[src/rtl/key_entry.sv]
// Keypad event decoder: debounces the scanner's level-held key code into one
// event per press and maintains a BCD digit-entry buffer with a valid/ready hand-off.
module key_entry #(
  parameter int DIGITS        = 4,
  parameter int STABLE_CYCLES = 1_000_000,
  parameter int LEN_W         = $clog2(DIGITS + 1)
) (
  input  logic                  clk,
  input  logic                  enable,
  input  logic [4:0]            key,
  output logic [4*DIGITS-1:0]   buf_digits,
  output logic [LEN_W-1:0]      buf_len,
  output logic                  entry_valid,
  input  logic                  entry_ready,
  output logic [4*DIGITS-1:0]   entry_data,
  output logic [LEN_W-1:0]      entry_len,
  output logic                  fn_valid,
  output logic [1:0]            fn_code,
  output logic                  key_err
);

  localparam int              CNT_W   = (STABLE_CYCLES > 1) ? $clog2(STABLE_CYCLES) : 1;
  localparam logic [CNT_W-1:0] CNT_MAX = CNT_W'(STABLE_CYCLES - 1);
  localparam logic [LEN_W-1:0] LEN_MAX = LEN_W'(DIGITS);

  typedef enum logic [1:0] {IDLE, DEBOUNCE, HELD, RELEASE} state_t;
  typedef enum logic [1:0] {K_DIGIT, K_FN, K_BS, K_ENTER} kind_t;

  state_t           state;
  logic [CNT_W-1:0] cnt;
  logic [4:0]       code;
  logic             key_valid;
  logic             accept;
  kind_t            kind;
  logic [3:0]       digit;
  logic [1:0]       fn;

  // Valid/ready: entry_valid stays high with entry_data/entry_len frozen until
  // an edge that samples entry_ready=1 while entry_valid is already high.

  assign key_valid = (key != 5'd0) && (key <= 5'd16);
  assign accept    = (state == DEBOUNCE) && key_valid && (key == code) && (cnt == CNT_MAX);

  // Keypad layout: three digit columns per row, column 4 = A..D, bottom row *,0,#,D.
  always_comb begin
    kind  = K_DIGIT;
    digit = 4'h0;
    fn    = 2'd0;
    case (code)
      5'd1, 5'd2, 5'd3:     digit = code[3:0];
      5'd5, 5'd6, 5'd7:     digit = code[3:0] - 4'd1;
      5'd9, 5'd10, 5'd11:   digit = code[3:0] - 4'd2;
      5'd14:                digit = 4'h0;
      5'd4, 5'd8, 5'd12, 5'd16: begin
        kind = K_FN;
        fn   = code[3:2] - 2'd1;
      end
      5'd13:                kind = K_BS;
      5'd15:                kind = K_ENTER;
      default:              kind = K_DIGIT;
    endcase
  end

  always_ff @(posedge clk or negedge enable) begin
    if (!enable) begin
      state <= IDLE;
      cnt   <= '0;
      code  <= 5'd0;
    end else begin
      case (state)
        IDLE: if (key_valid) begin
          code  <= key;
          cnt   <= '0;
          state <= DEBOUNCE;
        end
        DEBOUNCE: begin
          if (!key_valid) begin
            state <= IDLE;
          end else if (key != code) begin
            code <= key;
            cnt  <= '0;
          end else if (cnt == CNT_MAX) begin
            state <= HELD;
          end else begin
            cnt <= cnt + 1'b1;
          end
        end
        HELD: if (!key_valid) begin
          cnt   <= '0;
          state <= RELEASE;
        end
        RELEASE: begin
          if (key_valid) begin
            state <= HELD;
          end else if (cnt == CNT_MAX) begin
            state <= IDLE;
          end else begin
            cnt <= cnt + 1'b1;
          end
        end
        default: state <= IDLE;
      endcase
    end
  end

  always_ff @(posedge clk or negedge enable) begin
    if (!enable) begin
      buf_digits  <= '0;
      buf_len     <= '0;
      entry_valid <= 1'b0;
      entry_data  <= '0;
      entry_len   <= '0;
      fn_valid    <= 1'b0;
      fn_code     <= 2'd0;
      key_err     <= 1'b0;
    end else begin
      fn_valid <= 1'b0;
      key_err  <= 1'b0;
      if (entry_valid && entry_ready) entry_valid <= 1'b0;
      if (accept) begin
        case (kind)
          K_DIGIT: begin
            if (buf_len < LEN_MAX) begin
              buf_digits <= {buf_digits[4*DIGITS-5:0], digit};
              buf_len    <= buf_len + 1'b1;
            end else begin
              key_err <= 1'b1;
            end
          end
          K_BS: begin
            if (buf_len != '0) begin
              buf_digits <= {4'h0, buf_digits[4*DIGITS-1:4]};
              buf_len    <= buf_len - 1'b1;
            end else begin
              key_err <= 1'b1;
            end
          end
          K_ENTER: begin
            if ((buf_len != '0) && !entry_valid) begin
              entry_data  <= buf_digits;
              entry_len   <= buf_len;
              entry_valid <= 1'b1;
              buf_digits  <= '0;
              buf_len     <= '0;
            end else begin
              key_err <= 1'b1;
            end
          end
          K_FN: begin
            fn_valid <= 1'b1;
            fn_code  <= fn;
          end
          default: key_err <= 1'b0;
        endcase
      end
    end
  end

endmodule

[config.mk]
export PLATFORM = sky130hd
export DESIGN_NAME = key_entry
export DESIGN_NICKNAME = d
export VERILOG_FILES = /design/src/rtl/key_entry.sv
export SDC_FILE = /design/constraint.sdc
export NUM_CORES = 1
export LEC_CHECK = 0
export ABC_CLOCK_PERIOD_IN_PS = 4150
export BUFFER_PORTS_ARGS = -buffer_cell sky130_fd_sc_hd__buf_2
export CORE_MARGIN = 2
export CORE_UTILIZATION = 48
export CTS_CLUSTER_SIZE = 10
export DETAILED_ROUTE_END_ITERATION = 7
export PLACE_DENSITY = 0.68
export SLEW_MARGIN = 0
export SYNTH_ARGS = -nofsm -noshare
export SYNTH_HDL_FRONTEND = slang
export SYNTH_SLANG_ARGS = --single-unit
[constraint.sdc]
create_clock -name clk -period 4.15 [get_ports clk]
set_clock_uncertainty 0.05 [all_clocks]
set_input_delay 0 -clock clk [delete_from_list [all_inputs] [get_ports clk]]
set_output_delay 0 -clock clk [all_outputs]
set_load 0.02 [all_outputs]
==> results.md <==
* Outcome: finished clean
* Post-synthesis sequential area ratio at 44.2%
* WL met2 at 4.05 mm
* Setup Total Neg Slack at 0 ps
* Met1 WL at 4.27 mm
* Worst Path Buf+Inv at 2
* Synthesized net count at 407
* Routability cong. at 0.811
* CP Class: flop to flop
* Die area at 0.00900 mm²
* Skew-Pair Late Insertion Delay at 340 ps
* Worst-Margin Slew at 996 ps
* RR Endpoint: buf_len[2]$_DFFE_PN0P_
* Startpoint types: flop
* Delay-heaviest family, CP: simple AND/OR/NAND/NOR gates
* Worst Setup End Kind: flop
* Num CTS Buffers at 9
* Min-delay worst type: primary input to asynchronous set/reset pin
* Warnings from Yosys at 0
* Top Layer Used: met4
* Post-DP HPWL at 6.27 mm
* DIE HEIGHT at 94.9 µm
* Clock Tree Buf Depth at 2
* Area Overhead vs Synth at 14.7%
* Leak at 2.06 nW
* WP data arrival at 3910 ps
* Achievable frequency at 272 MHz
* Largest net degree at the start of global routing at 41
* Initial antenna violation count at 0
* CP cell instances: inv_1 -> ha_1 -> or4_1 -> a32o_1 -> nor2_1 -> inv_1 -> fa_1 -> or3_1 -> o21ai_0 -> o41a_1 -> a31o_2
* Most frequent cell after synthesis: dfrtp_1
* Async SR Flop Fraction at 100%
* Reg-to-reg slack, setup at 480 ps
* Max-slew violation count at 0
* CP peak stage delay at 550 ps
* DR pass1 iterations at 4
* Io pins at 51
* Inserted Diodes at 0
* CP dominant cell by count: inv_1
* Unrepaired setup endpoints after global routing: no
* Peak VDD IR at 219 µV
* Minimum clock period at 3670 ps
* Core ar. at 0.00809 mm²
* Clock root buffer: clkbuf_8
* Net total in the final layout at 466
* Initial drt markers at 138
* Final Hold Viols at 0
* PwrDens at 308 mW/mm²
* Slowest CP cell: or4_1
* Routed Antenna Nets at 0
* Row cnt at 33
* H-Tree Depth at 3
* #FFs+latches synth at 70
* Area share of the largest cell type after synthesis at 44.2%
* Tcrit/Tclk final at 88.5%
* Worst endpoint required time at 4390 ps
* Setup bufs post-CTS at 0
* # clock sinks at 70
* Worst R2R Path Depth at 11
* Width of the die at 94.9 µm
* Most used DFF post-synth: dfrtp_1
* Max Cap Viol at 0
* Port Buf Inserts at 50
* CTS tree: done
* Number of flops mapped to enable cells by yosys at 0
* Via count at 3199
* # DRC at 0
* R2R Path Start: code[2]$_DFFE_PN0P_
* Area leader, netlist: dfrtp_1
* Synth top area cells: dfrtp_1, mux2_2, nand2_1, ha_1, mux2_4
* Vias in the first global route at 3005
* Met3 routed WL at 398 µm
* Final Setup Violations at 0
* First-pass GRT wire length at 14.8 mm
* Vias per inst at 5.76
* Routed WL at 8.85 mm
* WL/cell at 15.9 µm
* Synth Cell Area at 0.00397 mm²
* Slew margin rel. at 33.1%
* Grt total ovfl at 0
* Share of post-route cells with drive strength above 1 at 24.7%
* Synthesized area per cell at 10.3 µm²
* Crit path max fanout at 15
* Synth unique cells at 57
* Starting Density at 49.0%
* Power Total at 1.40 mW
* Cells after Synth at 386
* Clk slew on worst S/H paths at 70 ps
* Synth cell count leaders: dfrtp_1, nand2_1, o21ai_0, mux2_2, nor2_1
* GRT Resource Usage Total at 21.2%
[sequential cells by signal, summed over array words and instances (netlist names), named ones only]
| signal | count |
|---|---|
| buf_digits | 16 |
| buf_len | 3 |
| cnt | 20 |
| code | 5 |
| entry_data | 16 |
| entry_len | 3 |
| entry_valid | 1 |
| fn_code | 2 |
| fn_valid | 1 |
| key_err | 1 |
| state | 1 |
[repair_timing]
item,4_1_cts,5_1_grt
hold buffers,7,0
hold endpoints to repair,36,0
gates resized for setup,0,0
[where the power goes]
group	switching, mW	internal [mW]
clock	0.259	0.231
sequential	0.0292	0.700
combinational	0.116	0.0659
[how the worst max path moves through the flow]
stage / startpoint / endpoint / slack, ps / depth (start not counted)
3_3_place_gp: code[2]$_DFFE_PN0P_ / buf_len[2]$_DFFE_PN0P_ / 690 / 11
4_1_cts: code[2]$_DFFE_PN0P_ / buf_len[2]$_DFFE_PN0P_ / 490 / 11
2_1_floorplan: code[3]$_DFFE_PN0P_ / buf_len[2]$_DFFE_PN0P_ / 1000 / 11
6_report: code[2]$_DFFE_PN0P_ / buf_len[2]$_DFFE_PN0P_ / 480 / 11
5_1_grt: code[2]$_DFFE_PN0P_ / buf_len[2]$_DFFE_PN0P_ / 260 / 11
3_5_place_dp: code[2]$_DFFE_PN0P_ / buf_len[2]$_DFFE_PN0P_ / 500 / 11
[per-layer routing]
metal | GRT usage, % | up-vias
li1 | - | 1535
met1 | 29.8 | 1571
met2 | 31.6 | 82
met3 | 4.79 | 11
met4 | 8.57 | 0
met5 | 0 | -
[final cells by class]
class | instances | area [µm²]
fillers | 740 | 3550
multi-input cells | 283 | 2070
flip-flops and latches | 70 | 1750
repair buffers | 62 | 358
clock buffers | 12 | 145
well taps | 105 | 131
inverters | 19 | 71.3
clock inverters | 4 | 22.5
[metrics by stage]
step / hold WS (ps) / cell area [µm²] / instances / setup slack, ps / utilization [%]
after floorplan: -346 / 3970 / 386 / 998 / -
after global placement: 18.6 / 4310 / 532 / 687 / 53.2
after detailed placement: 21.6 / 4310 / 532 / 502 / 53.2
after CTS: 186 / 4550 / 555 / 491 / 56.2
after global routing: 242 / 4550 / 555 / 265 / 56.2
final: 175 / 4550 / 555 / 476 / 56.2
[kinds of logic (layout without fill, tap and decap cells)]
kind of cell    count (synthesis)  after routing  share of synthesized area (%)
flops                          70             70                           44.2
mux                            36             36                           11.1
compound gates                 84             84                           14.0
fa+ha+maj                      13             13                           4.29
simple gates                  128            128                           17.9
buf+inv                        33             97                           3.69
xor+xnor                       22             22                           4.86
[placed cells by master, fill, tap and decap left out, types with 3 or more instances in the layout]
master	Yosys	routed
nor2_1	24	24
nand4_1	9	9
a21oi_1	11	11
mux2_2	24	24
dfrtp_1	70	70
o22ai_1	4	4
clkinv_2	0	3
o221ai_1	3	3
buf_2	2	50
a22o_1	4	4
ha_1	12	12
nor3_1	9	9
nand3b_1	3	3
dlygate4sd3_1	0	7
xor2_1	5	5
o31ai_1	8	8
nand3_1	8	8
nor4_1	5	5
nor3_4	3	3
xnor2_1	17	17
nand2_1	43	43
clkbuf_8	0	10
inv_1	19	19
or4_1	8	8
o211ai_1	4	4
buf_4	1	5
a211oi_1	3	3
mux2_4	10	10
o21ai_0	28	28
Note: power is estimated with default switching activity, not from simulation.
